File: src/rtl/mvu_pkg.sv
// Shared MVU types: job descriptor, queue depth and per-MVU dispatch state.
package mvu_pkg;

    localparam int NMVU           = 8;
    localparam int BCNTDWN        = 29;
    localparam int MVU_JOBQ_DEPTH = 4;

    typedef struct packed {
        logic [NMVU-1:0]    mvusel;
        logic [BCNTDWN-1:0] countdown;
    } mvu_job_t;

    typedef enum logic {
        MVU_IDLE = 1'b0,
        MVU_BUSY = 1'b1
    } mvu_state_t;

endpackage

File: src/rtl/mvu_job_fifo.sv
// Synchronous job queue of mvu_job_t; head is read straight from the storage flops.
module mvu_job_fifo
    import mvu_pkg::*;
#(
    parameter int DEPTH = MVU_JOBQ_DEPTH,
    localparam int AW = (DEPTH > 1) ? $clog2(DEPTH) : 1,
    localparam int LW = $clog2(DEPTH + 1)
) (
    input  logic          clk,
    input  logic          rst_n,
    input  logic          push,
    input  mvu_job_t      push_data,
    input  logic          pop,
    output mvu_job_t      head,
    output logic          full,
    output logic          empty,
    output logic [LW-1:0] level
);

    mvu_job_t       mem [DEPTH];
    logic [AW-1:0]  wr_ptr;
    logic [AW-1:0]  rd_ptr;
    logic           wr_en;
    logic           rd_en;

    assign full  = (level == LW'(DEPTH));
    assign empty = (level == '0);
    assign wr_en = push & ~full;
    assign rd_en = pop & ~empty;
    assign head  = mem[rd_ptr];

    // Pointers wrap naturally because DEPTH is a power of two.
    always_ff @(posedge clk or negedge rst_n) begin
        if (!rst_n) begin
            wr_ptr <= '0;
            rd_ptr <= '0;
            level  <= '0;
            for (int i = 0; i < DEPTH; i++) begin
                mem[i] <= '0;
            end
        end else begin
            if (wr_en) begin
                mem[wr_ptr] <= push_data;
                wr_ptr      <= wr_ptr + AW'(1);
            end
            if (rd_en) begin
                rd_ptr <= rd_ptr + AW'(1);
            end
            case ({wr_en, rd_en})
                2'b10:   level <= level + LW'(1);
                2'b01:   level <= level - LW'(1);
                default: level <= level;
            endcase
        end
    end

endmodule

File: src/rtl/mvu_job_dispatcher.sv
// MVU job dispatcher: queues job descriptors and launches them in order onto idle MVUs,
// tracking per-MVU busy and sticky completion interrupts.
// Optional feature macro: MVU_DISPATCH_TIMEOUT_EN adds a per-MVU watchdog and the
// timeout_err output.
//
// Per-MVU state:
//   state    | meaning
//   MVU_IDLE | no outstanding job; eligible for dispatch
//   MVU_BUSY | job dispatched; waiting for done (or watchdog expiry)
module mvu_job_dispatcher
    import mvu_pkg::*;
#(
    parameter int NMVU       = mvu_pkg::NMVU,
    parameter int BCNTDWN    = mvu_pkg::BCNTDWN,
    parameter int FIFO_DEPTH = MVU_JOBQ_DEPTH,
    parameter int TIMEOUT_W  = 20,
    localparam int LVL_W     = $clog2(FIFO_DEPTH + 1)
) (
    input  logic                           clk,
    input  logic                           rst_n,
    input  logic                           job_valid,
    output logic                           job_ready,
    input  logic [NMVU-1:0]                job_mvusel,
    input  logic [BCNTDWN-1:0]             job_countdown,
    output logic [NMVU-1:0]                start,
    output logic [NMVU-1:0][BCNTDWN-1:0]   countdown,
    input  logic [NMVU-1:0]                done,
    output logic [NMVU-1:0]                busy,
    output logic [NMVU-1:0]                irq,
    input  logic [NMVU-1:0]                irq_ack,
    output logic [LVL_W-1:0]               fifo_level
`ifdef MVU_DISPATCH_TIMEOUT_EN
    ,
    output logic [NMVU-1:0]                timeout_err
`endif
);

    // The descriptor struct is sized from the package, so the top must agree with it.
    if (NMVU != mvu_pkg::NMVU || BCNTDWN != mvu_pkg::BCNTDWN || TIMEOUT_W < 2 ||
        FIFO_DEPTH < 2 || (FIFO_DEPTH & (FIFO_DEPTH - 1)) != 0) begin : g_bad_cfg
        $error("mvu_job_dispatcher: illegal parameter combination");
    end

    mvu_job_t        push_job;
    mvu_job_t        head_job;
    logic            q_full;
    logic            q_empty;
    logic            dispatch;
    logic [NMVU-1:0] sel;

    assign push_job  = '{mvusel: job_mvusel, countdown: job_countdown};
    assign job_ready = ~q_full;

    // Registered busy is the only view used: a done in this cycle does not free the MVU yet.
    assign dispatch = ~q_empty && ((head_job.mvusel & busy) == '0);
    assign sel      = head_job.mvusel & {NMVU{dispatch}};

    mvu_job_fifo #(
        .DEPTH (FIFO_DEPTH)
    ) u_jobq (
        .clk       (clk),
        .rst_n     (rst_n),
        .push      (job_valid & job_ready),
        .push_data (push_job),
        .pop       (dispatch),
        .head      (head_job),
        .full      (q_full),
        .empty     (q_empty),
        .level     (fifo_level)
    );

    for (genvar i = 0; i < NMVU; i++) begin : g_mvu
        mvu_state_t         state_q, state_d;
        logic               irq_q, irq_d;
        logic               start_q;
        logic [BCNTDWN-1:0] cd_q, cd_d;
        logic               tmo_hit;

`ifdef MVU_DISPATCH_TIMEOUT_EN
        localparam logic [TIMEOUT_W-1:0] TMO_LAST = '1;
        logic [TIMEOUT_W-1:0] tmo_cnt_q, tmo_cnt_d;
        logic                 terr_q, terr_d;

        // Fires on the edge where the counter reaches its last value without a done.
        assign tmo_hit        = (state_q == MVU_BUSY) && !done[i] &&
                                (tmo_cnt_q == TMO_LAST - TIMEOUT_W'(1));
        assign timeout_err[i] = terr_q;
`else
        assign tmo_hit = 1'b0;
`endif

        assign busy[i]      = (state_q == MVU_BUSY);
        assign irq[i]       = irq_q;
        assign start[i]     = start_q;
        assign countdown[i] = cd_q;

        // Next-state: dispatch/complete transitions, sticky irq with set priority over ack.
        always_comb begin
            state_d = state_q;
            irq_d   = irq_q;
            cd_d    = cd_q;
            case (state_q)
                MVU_IDLE: begin
                    if (sel[i]) begin
                        state_d = MVU_BUSY;
                        cd_d    = head_job.countdown;
                    end
                end
                MVU_BUSY: begin
                    if (done[i] || tmo_hit) begin
                        state_d = MVU_IDLE;
                    end
                end
                default: state_d = MVU_IDLE;
            endcase
            if (irq_ack[i]) begin
                irq_d = 1'b0;
            end
            if (((state_q == MVU_BUSY) && done[i]) || tmo_hit) begin
                irq_d = 1'b1;
            end
`ifdef MVU_DISPATCH_TIMEOUT_EN
            tmo_cnt_d = tmo_cnt_q;
            terr_d    = terr_q;
            if (sel[i]) begin
                tmo_cnt_d = '0;
            end else if (state_q == MVU_BUSY) begin
                tmo_cnt_d = tmo_cnt_q + TIMEOUT_W'(1);
            end
            if (irq_ack[i]) begin
                terr_d = 1'b0;
            end
            if (tmo_hit) begin
                terr_d = 1'b1;
            end
`endif
        end

        // Per-MVU state, start pulse, held countdown config and interrupt registers.
        always_ff @(posedge clk or negedge rst_n) begin
            if (!rst_n) begin
                state_q   <= MVU_IDLE;
                irq_q     <= 1'b0;
                start_q   <= 1'b0;
                cd_q      <= '0;
`ifdef MVU_DISPATCH_TIMEOUT_EN
                tmo_cnt_q <= '0;
                terr_q    <= 1'b0;
`endif
            end else begin
                state_q   <= state_d;
                irq_q     <= irq_d;
                start_q   <= sel[i];
                cd_q      <= cd_d;
`ifdef MVU_DISPATCH_TIMEOUT_EN
                tmo_cnt_q <= tmo_cnt_d;
                terr_q    <= terr_d;
`endif
            end
        end
    end

endmodule

File: config.mk
export PLATFORM = sky130hd
export DESIGN_NAME = mvu_job_dispatcher
export DESIGN_NICKNAME = d
export VERILOG_FILES = /design/src/rtl/mvu_pkg.sv /design/src/rtl/mvu_job_fifo.sv /design/src/rtl/mvu_job_dispatcher.sv
export SDC_FILE = /design/constraint.sdc
export NUM_CORES = 1
export LEC_CHECK = 0
export BUFFER_PORTS_ARGS = -buffer_cell sky130_fd_sc_hd__buf_4
export CORE_MARGIN = 4
export CORE_UTILIZATION = 57
export CTS_BUF_LIST = sky130_fd_sc_hd__clkbuf_8
export CTS_CLUSTER_DIAMETER = 80
export DETAILED_ROUTE_END_ITERATION = 10
export PLACE_DENSITY_LB_ADDON = 0.3
export SETUP_SLACK_MARGIN = 0.15
export SLEW_MARGIN = 15
export SYNTH_ARGS = -nofsm -noshare
export SYNTH_HDL_FRONTEND = slang
export SYNTH_SLANG_ARGS = --single-unit
File: constraint.sdc
create_clock -name clk -period 3.1 [get_ports clk]
set_input_delay 0.62 -clock clk [delete_from_list [all_inputs] [get_ports clk]]
set_output_delay 0.62 -clock clk [all_outputs]
set_load 0.01 [all_outputs]
==> summary.md <==
| Metric | Value |
|---|---|
| Peak supply drop | `992.7 uV` |
| Most used flip-flop cell after synthesis | `dfrtp_1` |
| Synth cell count leaders | `dfrtp_1 (411), mux2_2 (387), mux4_2 (32)` |
| Vias in the first global route | `10809` |
| Final Max Tran Viols | `0` |
| CTS Sinks | `411` |
| Standard-cell rows | `61` |
| Layout area overhead | `25.37%` |
| Height of the chip | `178.0 um` |
| Die ar. | `0.03169 mm^2` |
| Tmin final | `2.829 ns` |
| Fill cells | `1834` |
| Initial antenna violation count | `1` |
| Max-Cap Viols | `0` |
| DR vias/cell | `5.490` |
| Clock Root Buffer | `clkbuf_8` |
| Seq/Total Area, Yosys | `0.6243` |
| Number of flops mapped to enable cells by yosys | `0` |
| # hold bufs at CTS | `0` |
| R2R setup slack | `0.27 ns` |
| Status | `completed` |
| Syn. warnings | `0` |
| WL/cell | `21.69 um` |
| Length of the first detailed-routing pass in iterations | `5` |
| Arr. time, crit path | `3.28 ns` |
| Cell taking the most area after synthesis | `dfrtp_1` |
| Vias | `9877` |
| Asr flop ratio synth | `1.000` |
| Req. time, crit path | `3.55 ns` |
| Syn_area_per_cell | `16.15 um^2` |
| F_max | `0.3535 GHz` |
| Synth top area cells | `dfrtp_1 (62%), mux2_2 (26%), mux4_2 (4.4%)` |
| I/O Buffers | `315` |
| Dpl hpwl | `26.70 mm` |
| Setup Skew | `0.04466 ns` |
| GRT Util Overall | `0.2515` |
| Nets@finish | `1437` |
| Layout cells sized above 1 | `0.6204` |
| Worst Hold Class | `input pin to asynchronous set/reset pin` |
| Reg2Reg Depth | `8` |
| # setup viols final | `0` |
| GPL Wtd Cong | `0.8058` |
| Static Leak | `9.742 nW` |
| #FFs+latches synth | `411` |
| Synth Cell Area | `0.01647 mm^2` |
| Worst setup EP type | `flip-flop` |
| Core Area | `0.02816 mm^2` |
| Sum Neg Setup Slack | `0 ns` |
| Inserted Clock Buffers | `66` |
| Iter 0 DRT Violations | `395` |
| First-pass GRT wire length | `61.63 mm` |
| Largest net degree at the start of global routing | `92` |
| Max FO, Critical Path | `9` |
| Clock Latency Late Sink | `0.58 ns` |
| DR DRC count | `0` |
| Setup ws final | `0.2713 ns` |
| Routed wire length | `39.03 mm` |
| Setup CP Type | `flip-flop to flip-flop` |
| Most common cell in the netlist | `dfrtp_1` |
| Yosys cell types | `30` |
| CP Launch Type | `flip-flop` |
| Finished Core Util | `0.7334` |
| Clk slew on worst S/H paths | `0.06 ns` |
| Pre-CTS setup slack | `0.2184 ns` |
| Top-area cell type share of the netlist area | `0.6243` |
| Hold Fails Final Rpt | `0` |
| Worst rel slew slack | `0.5808` |
| Tcrit/Tclk final | `0.9125` |
| Max Buffers Root-to-Sink | `3` |
| Syn Inst Count | `1020` |
| Syn_nets | `1082` |
| Worst-Margin Slew | `0.6288 ns` |
| Pwr/cell area | `1399 mW/mm^2` |
| Die width | `178.0 um` |
| Global route overflow | `0` |
| DRT antenna net count | `0` |
| I/O pin count | `316` |
| Hold_ws | `0.01323 ns` |
| H-tree levels | `3` |
| CTS tree | `yes` |
| RSZ-0062 raised after global routing | `no` |
| Initial Util | `0.5850` |
## power breakdown
group / total, mW / internal (mW) / switching [mW] / leakage (nW)
Combinational: 14.6 / 7.87 / 6.77 / 4.06
Clock: 4.40 / 2.35 / 2.05 / 0.745
Sequential: 9.84 / 8.28 / 1.56 / 4.94
Total: 28.9 / 18.5 / 10.4 / 9.74
## cell type report
cell class	count	area (um^2)	area share
diodes	1	2.502	0.0001212
clock buffers	80	1101	0.05331
clock inverters	33	172.7	0.008360
inverters	28	105.1	0.005088
multi-input cells	510	5749	0.2783
flip-flops and latches	411	10290	0.4982
well taps	378	473.0	0.02290
repair buffers	358	2761	0.1337
## repair_timing
item                                    in CTS  in global routing
setup buffers                                0                  3
gates resized for setup                      0                  2
endpoints found under the setup margin       0                  1
## path summary, 6_finish.rpt
check / startpoint / to
max: u_jobq.rd_ptr[0]$_DFFE_PN0P_ / u_jobq.level[1]$_DFFE_PN0P_
min: rst_n / g_mvu[2].start_q$_DFF_PN0_
max reg2reg: u_jobq.rd_ptr[0]$_DFFE_PN0P_ / u_jobq.level[1]$_DFFE_PN0P_
min reg2reg: u_jobq.mem[48]$_DFFE_PN0P_ / u_jobq.mem[48]$_DFFE_PN0P_
max in group asynchronous: rst_n / u_jobq.mem[47]$_DFFE_PN0P_
min in group clk: irq_ack[2] / g_mvu[2].irq_q$_DFFE_PN0P_
## sequential cells by signal, indices dropped and copies added (netlist names)
register       flops
g_mvu.cd_q       232
u_jobq.mem       148
g_mvu.irq_q        8
g_mvu.start_q      8
g_mvu.state_q      8
u_jobq.level       3
u_jobq.rd_ptr      2
u_jobq.wr_ptr      2
## cell families after synthesis
| kind of cell | Yosys count | synth area share |
|---|---|---|
| mux | 428 | 0.3137 |
| flops | 411 | 0.6243 |
| buf+inv | 99 | 0.03023 |
| simple gates | 47 | 0.01398 |
| compound gates | 23 | 0.009570 |
| xor+xnor | 6 | 0.003190 |
| fa+ha+maj | 6 | 0.005013 |
## layout by cell type, fill, tap and decap left out, drive strengths merged, types with 2 or more instances in the layout
cell type / n
dfrtp: 411
mux2: 387
buf: 358
clkbuf: 80
inv: 56
mux4: 32
nand2: 19
o21ai: 17
mux2i: 9
nand3: 9
nor4: 5
xnor2: 5
ha: 5
nor3: 4
clkinv: 4
nor2: 2
and2: 2
o32ai: 2
nor4b: 2
## stage by stage
step | instance area [um^2] | instances | total power, mW
after detailed placement | 19340 | 1682 | 24.65
after floorplan | 16470 | 1020 | 18.73
after global routing | 20650 | 1799 | 30.71
after CTS | 20620 | 1795 | 29.13
after global placement | 19340 | 1682 | 24.06
final | 20650 | 1799 | 28.89
## per-layer routing
metal / vias up / track usage / part of all wire
li1: 4357 / - / -
met4: 0 / 0.07896 / 0.019
met5: - / 0 / 0
met1: 5157 / 0.3394 / 0.42
met2: 307 / 0.4079 / 0.49
met3: 56 / 0.06253 / 0.069
## worst max-delay path: stages, from the launching register on
cell and delay (ns):
dfrtp_4 0.49, buf_4 0.18, mux4_2 0.56, a211oi_4 0.30
nand3_1 0.17, inv_1 0.10, ha_1 0.21, fa_1 0.43
mux2_2 0.27
Note: power is estimated with default switching activity, not from simulation.
